===== src/rtl/mem_stream_reader_pkg.sv =====
// Shared types and helpers for the RAM stream reader and its output buffer.
`default_nettype none

package mem_stream_reader_pkg;

  localparam int DEF_ADDR_W    = 8;
  localparam int DEF_DATA_W    = 8;
  localparam int DEF_BUF_DEPTH = 2;

  typedef enum logic [1:0] {
    ST_IDLE = 2'd0,
    ST_RUN  = 2'd1,
    ST_DONE = 2'd2
  } state_e;

  // Inclusive range length, wrapping through the top of the address space.
  function automatic logic [31:0] calc_len(input logic [31:0] s,
                                           input logic [31:0] e,
                                           input int unsigned aw);
    logic [31:0] mask;
    mask = (32'd1 << aw) - 32'd1;
    return ((e - s) & mask) + 32'd1;
  endfunction

endpackage

`default_nettype wire


===== src/rtl/mem_stream_reader_stream_fifo2.sv =====
// stream_fifo2: two-entry valid/ready buffer; simultaneous push and pop keep occupancy.
`default_nettype none

module stream_fifo2
  import mem_stream_reader_pkg::*;
#(
  parameter int W = 16
) (
  input  logic         clock,
  input  logic         resetn,
  input  logic         push,
  input  logic [W-1:0] push_data,
  output logic         out_valid,
  input  logic         out_ready,
  output logic [W-1:0] out_data,
  output logic [1:0]   occupancy
);

  logic [1:0]   count_q, count_d;
  logic [W-1:0] head_q, head_d;
  logic [W-1:0] tail_q, tail_d;
  logic         pop;

  assign pop       = (count_q != 2'd0) & out_ready;
  assign out_valid = (count_q != 2'd0);
  assign out_data  = head_q;
  assign occupancy = count_q;

  always_comb begin
    count_d = count_q;
    head_d  = head_q;
    tail_d  = tail_q;
    case ({push, pop})
      2'b11: begin
        if (count_q == 2'd1) begin
          head_d = push_data;
        end else begin
          head_d = tail_q;
          tail_d = push_data;
        end
      end
      2'b10: begin
        if (count_q == 2'd0) head_d = push_data;
        else                 tail_d = push_data;
        count_d = count_q + 2'd1;
      end
      2'b01: begin
        head_d  = tail_q;
        count_d = count_q - 2'd1;
      end
      default: ;
    endcase
  end

  always_ff @(posedge clock or negedge resetn) begin
    if (!resetn) begin
      count_q <= 2'd0;
      head_q  <= '0;
      tail_q  <= '0;
    end else begin
      count_q <= count_d;
      head_q  <= head_d;
      tail_q  <= tail_d;
    end
  end

endmodule

`default_nettype wire


===== src/rtl/mem_stream_reader.sv =====
// mem_stream_reader: walks an inclusive RAM address range and streams {addr,data} beats.
`default_nettype none

module mem_stream_reader
  import mem_stream_reader_pkg::*;
#(
  parameter int ADDR_W    = DEF_ADDR_W,
  parameter int DATA_W    = DEF_DATA_W,
  parameter int BUF_DEPTH = DEF_BUF_DEPTH
) (
  input  logic              clock,
  input  logic              resetn,
  input  logic              start,
  input  logic [ADDR_W-1:0] start_addr,
  input  logic [ADDR_W-1:0] end_addr,
  output logic              busy,
  output logic              done,
  output logic [ADDR_W-1:0] ram_address,
  output logic              ram_wren,
  output logic [DATA_W-1:0] ram_data,
  input  logic [DATA_W-1:0] ram_q,
  output logic              out_valid,
  input  logic              out_ready,
  output logic [DATA_W-1:0] out_data,
  output logic [ADDR_W-1:0] out_addr
);

  localparam logic [2:0] DEPTH3 = 3'(BUF_DEPTH);

  state_e              state_q, state_d;
  logic                busy_q, busy_d;
  logic                done_q, done_d;
  logic [ADDR_W-1:0]   cur_addr_q, cur_addr_d;
  logic [ADDR_W-1:0]   last_addr_q, last_addr_d;
  logic [ADDR_W:0]     issue_cnt_q, issue_cnt_d;
  logic                inflight_q, inflight_d;
  logic [ADDR_W-1:0]   inflight_addr_q, inflight_addr_d;

  logic [1:0]          occ;
  logic                fifo_pop;
  logic [2:0]          pending;
  logic                issue;

  assign ram_wren = 1'b0;
  assign ram_data = '0;
  assign busy     = busy_q;
  assign done     = done_q;

  // A beat leaving this cycle frees its slot in time for the new read's result.
  assign fifo_pop = out_valid & out_ready;
  assign pending  = 3'(occ) + 3'(inflight_q) - 3'(fifo_pop);
  assign issue    = (state_q == ST_RUN) && (issue_cnt_q != '0) && (pending < DEPTH3);

  // The RAM registers the address on the edge, so it is presented combinationally.
  assign ram_address = issue ? cur_addr_q : last_addr_q;

  stream_fifo2 #(
    .W(ADDR_W + DATA_W)
  ) u_fifo (
    .clock     (clock),
    .resetn    (resetn),
    .push      (inflight_q),
    .push_data ({inflight_addr_q, ram_q}),
    .out_valid (out_valid),
    .out_ready (out_ready),
    .out_data  ({out_addr, out_data}),
    .occupancy (occ)
  );

  always_comb begin
    state_d         = state_q;
    busy_d          = busy_q;
    done_d          = 1'b0;
    cur_addr_d      = cur_addr_q;
    last_addr_d     = last_addr_q;
    issue_cnt_d     = issue_cnt_q;
    inflight_d      = 1'b0;
    inflight_addr_d = inflight_addr_q;
    case (state_q)
      ST_IDLE: begin
        if (start) begin
          cur_addr_d  = start_addr;
          issue_cnt_d = (ADDR_W+1)'(calc_len(32'(start_addr), 32'(end_addr), ADDR_W));
          busy_d      = 1'b1;
          state_d     = ST_RUN;
        end
      end
      ST_RUN: begin
        if (issue) begin
          inflight_d      = 1'b1;
          inflight_addr_d = cur_addr_q;
          last_addr_d     = cur_addr_q;
          cur_addr_d      = cur_addr_q + ADDR_W'(1);
          issue_cnt_d     = issue_cnt_q - (ADDR_W+1)'(1);
        end
        if ((issue_cnt_q == '0) && !inflight_q && (occ == 2'd1) && fifo_pop) begin
          busy_d  = 1'b0;
          done_d  = 1'b1;
          state_d = ST_DONE;
        end
      end
      default: begin
        state_d = ST_IDLE;
      end
    endcase
  end

  always_ff @(posedge clock or negedge resetn) begin
    if (!resetn) begin
      state_q         <= ST_IDLE;
      busy_q          <= 1'b0;
      done_q          <= 1'b0;
      cur_addr_q      <= '0;
      last_addr_q     <= '0;
      issue_cnt_q     <= '0;
      inflight_q      <= 1'b0;
      inflight_addr_q <= '0;
    end else begin
      state_q         <= state_d;
      busy_q          <= busy_d;
      done_q          <= done_d;
      cur_addr_q      <= cur_addr_d;
      last_addr_q     <= last_addr_d;
      issue_cnt_q     <= issue_cnt_d;
      inflight_q      <= inflight_d;
      inflight_addr_q <= inflight_addr_d;
    end
  end

endmodule

`default_nettype wire


===== config.mk =====
export PLATFORM = sky130hd
export DESIGN_NAME = mem_stream_reader
export DESIGN_NICKNAME = d
export VERILOG_FILES = /design/src/rtl/mem_stream_reader_pkg.sv /design/src/rtl/mem_stream_reader_stream_fifo2.sv /design/src/rtl/mem_stream_reader.sv
export SDC_FILE = /design/constraint.sdc
export NUM_CORES = 1
export LEC_CHECK = 0
export BUFFER_PORTS_ARGS = -buffer_cell sky130_fd_sc_hd__buf_2
export CELL_PAD_IN_SITES_DETAIL_PLACEMENT = 2
export CELL_PAD_IN_SITES_GLOBAL_PLACEMENT = 2
export CORE_ASPECT_RATIO = 1.1
export CORE_MARGIN = 3
export CORE_UTILIZATION = 25
export DETAILED_ROUTE_END_ITERATION = 6
export HOLD_SLACK_MARGIN = 0.12
export PLACE_DENSITY_LB_ADDON = 0.05
export REMOVE_ABC_BUFFERS = 1
export SLEW_MARGIN = 10
export SYNTH_ARGS = -nofsm -noshare
export SYNTH_HDL_FRONTEND = slang
export SYNTH_SLANG_ARGS = --single-unit

===== constraint.sdc =====
create_clock -name clock -period 4.6 [get_ports clock]
set_input_delay 0.92 -clock clock [delete_from_list [all_inputs] [get_ports clock]]
set_output_delay 0.92 -clock clock [all_outputs]
set_load 0.01 [all_outputs]

Word level (Yosys, flattened, before mapping)
Cells that the tools add are included.
Operators by class
  add/subtract/negate cells: 8
  magnitude comparators: 1
  eq/ne operators: 11
  muxes and demuxes: 24
  bitwise operators: 1
  reductions and logical operators: 21
Operator list (number)
  16-bit two-way mux: 4
  16-bit one-hot mux with 3 select lines: 1
  16-bit one-hot mux with 2 select lines: 1
  8-bit two-way mux: 3
  9-bit two-way mux: 2
  9-bit one-hot mux with 2 select lines: 1
  8-bit one-hot mux with 2 select lines: 1
  8-bit by 1-bit adder with 9-bit output (second input constant): 1
  9-bit zero test: 1
  3-bit AND reduction: 3
  9-bit nonzero test: 1
  9-bit by 1-bit subtractor with 9-bit output (second input constant): 1
  8-bit by 1-bit adder with 8-bit output (second input constant): 1
  2-bit inequality test (second input constant): 4
  2-bit one-hot mux with 2 select lines: 2
  2-bit nonzero test: 4
  8-bit subtractor: 1
  2-bit by 1-bit == test with 1-bit output (second input constant): 3
  1-bit two-way mux: 6
  2-bit AND reduction: 3
  1-bit logical AND: 5
  2-bit == test (second input constant): 2
  2-bit zero test: 2
  2-bit two-way mux: 2
  10 further kinds: 11
Storage, ports and cells
  register bits after elaboration: 72
  input port bits: 28
  output and inout bits: 36
  logic and storage cells: 77

Depth between registers and ports, before layout
  depth after elaboration: 7
  gate-level depth with buffers: 14
  gate-level depth less buffers: 13

Hierarchy
Synthesis repeated with hierarchy kept, for this count alone.
Unflattened totals
  cell total of the unflattened synthesis: 442
  area, all modules: 4349.2 um^2
By module, submodules not included
  mem_stream_reader: instances 1, cells each 290, area an instance 2462.4 um^2, sequential area each 950.9 um^2
  stream_fifo2: instances 1, cells each 152, area an instance 1886.8 um^2, sequential area each 850.8 um^2

Worst setup path before layout
No wires, ideal clock.
  path kind: input to output
  start point: input port out_ready
  end point: output port ram_address[0]
  arrival time: 2.922 ns
  required time: 3.680 ns
  slack: 0.758 ns
  cell stages on the path: 9
  buffers on the path: 1
  cell sequence: nand2_1 -> xnor2_1 -> nand2b_1 -> fa_1 -> xnor2_1 -> and3_1 -> nand2_1 -> buf_2 -> mux2_1
Between the ends
  cells in the longest elaborated chain, start to end: 5
RTL lines
  start: declaration: RTL line mem_stream_reader.sv:23  | input logic out_ready,
  1-bit AND: RTL line mem_stream_reader.sv:50  | assign fifo_pop = out_valid & out_ready;
  3-bit by 1-bit subtractor with 3-bit output: RTL line mem_stream_reader.sv:51  | assign pending = 3'(occ) + 3'(inflight_q) - 3'(fifo_pop);
  3-bit by 2-bit less-than comparator with 1-bit output: RTL line mem_stream_reader.sv:52  | assign issue = (state_q == ST_RUN) && (issue_cnt_q != '0) && (pending < DEPTH3);
  1-bit logical AND: RTL line mem_stream_reader.sv:52
  8-bit two-way mux
  end: declaration: RTL line mem_stream_reader.sv:18  | output logic [ADDR_W-1:0] ram_address,
No other way between the ends.

Worst setup path in the final report
  start point: register u_fifo.count_q[1] (netlist: u_fifo.occupancy[1])
  end point: output port ram_address[2]
Between the ends
  cells in the longest elaborated chain, start to end: 6
  elaborated cells on any way between the ends: 7
  classes of those cells: 2 x add/sub; 1 x order compare; 1 x mux; 1 x bitwise; 2 x reduce/logical
RTL lines
  start: declaration: RTL line mem_stream_reader_stream_fifo2.sv:19  | logic [1:0] count_q, count_d;
  start signal: assignment: RTL line mem_stream_reader_stream_fifo2.sv:61  | count_q <= count_d;
  parallel branches: the longest is 2 deep, another holds 2-bit by 1-bit adder with 3-bit output
  3-bit by 1-bit subtractor with 3-bit output (*): RTL line mem_stream_reader.sv:51
  3-bit by 2-bit less-than comparator with 1-bit output (*): RTL line mem_stream_reader.sv:52
  1-bit logical AND (*): RTL line mem_stream_reader.sv:52
  8-bit two-way mux (*)
Mark *: on every way between the ends.

==> results.sh <==
export IMPL_path_class="reg -> out"
export IMPL_worstReg2RegEnd="issue_cnt_q[3]$_DFFE_PN0P_"
export IMPL_wirelength_um=10680
export IMPL_r2r_cells=12
export IMPL_drc_errors=0
export IMPL_dpl_hpwl_um=7784
export IMPL_cts_setup_buffers=0
export IMPL_fmax_mhz=237.0
export IMPL_pwr_share_comb_pct=48.2
export IMPL_synth_xor_area_share_pct=2.155
export IMPL_grt_usage_pct=12.75
export IMPL_cp_max_fo=27
export IMPL_internal_power_mw=2.143
export IMPL_worstPathArrival_ns=3.30
export IMPL_grt_overflow_total=0
export IMPL_post_route_min_period_ns=4.219
export IMPL_ys_ff_latch=72
export IMPL_skew_ns=0.008039
export IMPL_synth_fa_ha_area_share_pct=5.309
export IMPL_yosysUniqueCellTypes=58
export IMPL_yosys_top_cells_count="72 x dfrtp_1, 41 x nand2_1, 24 x o21ai_0, 21 x a21oi_1, 21 x mux2_2"
export IMPL_synth_seq_area_share_pct=44.97
export IMPL_p_sw_share_pct=40.12
export IMPL_tns_ns=0
export IMPL_finalCritPeriodShare_pct=91.73
export IMPL_status="finished, final reports clean"
export IMPL_num_vias=3176
export IMPL_r2r_start="u_fifo.occupancy[1]$_DFFE_PN0N_"
export IMPL_synth_edf_count=0
export IMPL_cts_buffers=9
export IMPL_hold_depth=2
export IMPL_cts_sinks=72
export IMPL_viasPerCell=4.886
export IMPL_grt_first_pass_wirelength_um=18210
export IMPL_first_pass_iters=4
export IMPL_slew_headroom_pct=29.05
export IMPL_worstPathRequired_ns=3.68
export IMPL_syn_area_sq_um=4006
export IMPL_power_density_nw_per_um2=752.9
export IMPL_antenna_cells=0
export IMPL_grt_antenna_before_repair=0
export IMPL_power_leakage_nw=2.178
export IMPL_startpoint_type="flop"
export IMPL_synth_top_family_by_area="multiplexers"
export IMPL_post_cts_resized=0
export IMPL_holdCritPathClass="reg -> reg"
export IMPL_async_flop_share_pct=100.0
export IMPL_cts_tree="done"
export IMPL_grt_pass1_vias=3469
export IMPL_gp_congestion=0.7353
export IMPL_layout_drive_gt1_share_pct=22.69
export IMPL_dpl_cell_area_sq_um=4472
export IMPL_synth_compound_area_share_pct=13.05
export IMPL_r2r_slack_ns=1.33
export IMPL_synthFlopType="dfrtp_1"
export IMPL_ys_warn_count=0
export IMPL_max_cap_viol_count=0
export IMPL_clkPwrFrac_pct=19.0
export IMPL_nNetsFinal=492
export IMPL_synth_top_area_share_pct=44.97
export IMPL_io_buffers=54
export IMPL_drt_initial_drc_count=77
export IMPL_yosys_area_share_simple_pct=14.58
export IMPL_power_mw=3.580
export IMPL_min_from="u_fifo.out_data[13]$_DFFE_PN0P_"
export IMPL_htree_levels=3
export IMPL_root_buffer="clkbuf_16"
export IMPL_die_area_sq_um=17580
export IMPL_die_x_um=126.7
export IMPL_synthMuxAreaShare_pct=14.65
export IMPL_avgRoutedWirePerCell_um=16.43
export IMPL_cts_hold_fix_buffers=0
export IMPL_slew_viol_final=0
export IMPL_dieHeight_um=138.8
export IMPL_max_slew_worst_pin_slew_ns=1.064
export IMPL_ant_nets=0
export IMPL_clk_insertion_delay_late_ns=0.33
export IMPL_hold_viol=0
export IMPL_power_switching_mw=1.436
export IMPL_seq_area_sq_um=1802
export IMPL_initial_utilization_pct=26.10
export IMPL_clk_pin_slew_ns=0.06
export IMPL_critPathCaptureType="primary output"
export IMPL_synth_area_leader_cell="dfrtp_1"
export IMPL_pin_count=64
export IMPL_num_fill_cells=1726
export IMPL_rsz0062_at_grt="false"
export IMPL_p_seq_share_pct=32.7
export IMPL_whs_endpoint="u_fifo.out_data[13]$_DFFE_PN0P_"
export IMPL_ir_drop_v=0.0003726
export IMPL_rows=47
export IMPL_setup_viol=0
export IMPL_syn_inst=397
export IMPL_multi_input_area_sq_um=2031
export IMPL_final_area_sq_um=4755
export IMPL_area_growth_pct=18.68
export IMPL_core_area_sq_um=15350
export IMPL_synth_most_common_cell="dfrtp_1"
export IMPL_grt_max_degree=73
export IMPL_avgSynthCellArea_sq_um=10.09
export IMPL_clock_path_buffers=2
export IMPL_synth_area_leaders="dfrtp_1 45%, mux2_2 5.9%, mux2_1 4.5%, mux2i_1 4.2%, ha_1 4.1%"
-- placed cells by master (no fill, tap or decap), types with 2 or more instances in the layout --
master / count
a2111oi_0: 3
a211oi_1: 5
a21o_1: 5
a21oi_1: 21
a221o_1: 2
a31oi_1: 2
and2_1: 3
and3_1: 4
buf_2: 53
buf_4: 5
clkbuf_1: 4
clkbuf_16: 9
conb_1: 9
dfrtp_1: 72
fa_1: 2
ha_1: 13
inv_1: 18
mux2_1: 16
mux2_2: 21
mux2i_1: 17
nand2_1: 41
nand2b_1: 5
nand3_1: 11
nand3b_1: 3
nand4b_1: 2
nor2_1: 18
nor2b_1: 4
nor3_1: 11
nor4_1: 2
o211ai_1: 2
o21ai_0: 24
o21ai_1: 6
o22ai_1: 5
o31ai_1: 2
xnor2_1: 6
xor2_1: 2
-- final cells by class --
cell class              instances  share of cell area (%)
multi-input cells             288                   42.71
flip-flops and latches         72                   37.89
repair buffers                 59                   6.789
well taps                     196                   5.158
clock buffers                  13                   5.053
inverters                      19                   1.500
clock inverters                 3                  0.8947
-- metal layers --
metal	wire length, um	vias to the layer above	GRT usage [%]
met3	312	7	2.581
met5	0	-	0
met1	4775	1623	16.02
li1	-	1499	-
met4	139	0	3.896
met2	5451	47	21.93
-- flip-flops by register name, indices dropped and copies added, names as in the netlist --
signal,count
busy,1
cur_addr_q,8
done,1
inflight_addr_q,8
inflight_q,1
issue_cnt_q,9
last_addr_q,8
state_q,2
u_fifo.occupancy,2
u_fifo.out_data,16
u_fifo.tail_q,16
-- worst max-delay path by stage --
stage / from / end / slack, ns / depth (start not counted)
2_1_floorplan: out_ready / ram_address[0] / 0.58 / 8
3_3_place_gp: out_ready / ram_address[3] / 0.63 / 11
3_5_place_dp: out_ready / ram_address[2] / 0.55 / 11
4_1_cts: u_fifo.occupancy[1]$_DFFE_PN0N_ / ram_address[2] / 0.33 / 13
5_1_grt: u_fifo.occupancy[1]$_DFFE_PN0N_ / ram_address[2] / 0.12 / 13
6_report: u_fifo.occupancy[1]$_DFFE_PN0N_ / ram_address[2] / 0.38 / 13
-- power by group through the flow --
stage | sequential, mW | clock, mW | combinational, mW
final | 1.17 | 0.681 | 1.73
after global routing | 1.23 | 0.747 | 1.95
after CTS | 1.18 | 0.707 | 1.78
after detailed placement | 1.19 | 0 | 1.78
after global placement | 1.18 | 0 | 1.72
after floorplan | 1.15 | 0 | 1.16
-- per-stage QoR --
| stage | setup slack [ns] | util, % | instances | hold slack (ns) |
|---|---|---|---|---|
| floorplan | 0.5842 | - | 379 | 0.4399 |
| finish | 0.3806 | 30.98 | 650 | 0.4762 |
| global route | 0.1217 | 30.98 | 650 | 0.5097 |
| detailed placement | 0.5515 | 29.14 | 634 | 0.4723 |
| global placement | 0.6278 | 29.14 | 634 | 0.4561 |
| CTS | 0.3345 | 30.98 | 650 | 0.4850 |
-- cells by family (layout without fill, tap and decap cells) --
family | Yosys count | count (layout)
AOI/OAI and AO/OA | 85 | 85
xor gates and xnor gates | 9 | 9
adders and majority gates | 16 | 16
buffers and inverters | 45 | 94
DFF | 72 | 72
muxes | 54 | 54
other | 1 | 9
and+or+nand+nor | 115 | 115
-- critical path, stage by stage (launching register included) --
cell and delay, ns:
dfrtp_1 0.43, inv_1 0.11, ha_1 0.22, inv_1 0.09
nand2_1 0.19, xnor2_1 0.21, nand2b_1 0.18, fa_1 0.39
xnor2_1 0.13, and3_1 0.19, nand2_1 0.11, buf_12 0.21
mux2_1 0.34, buf_2 0.14
Note: power is estimated with default switching activity, not from simulation.
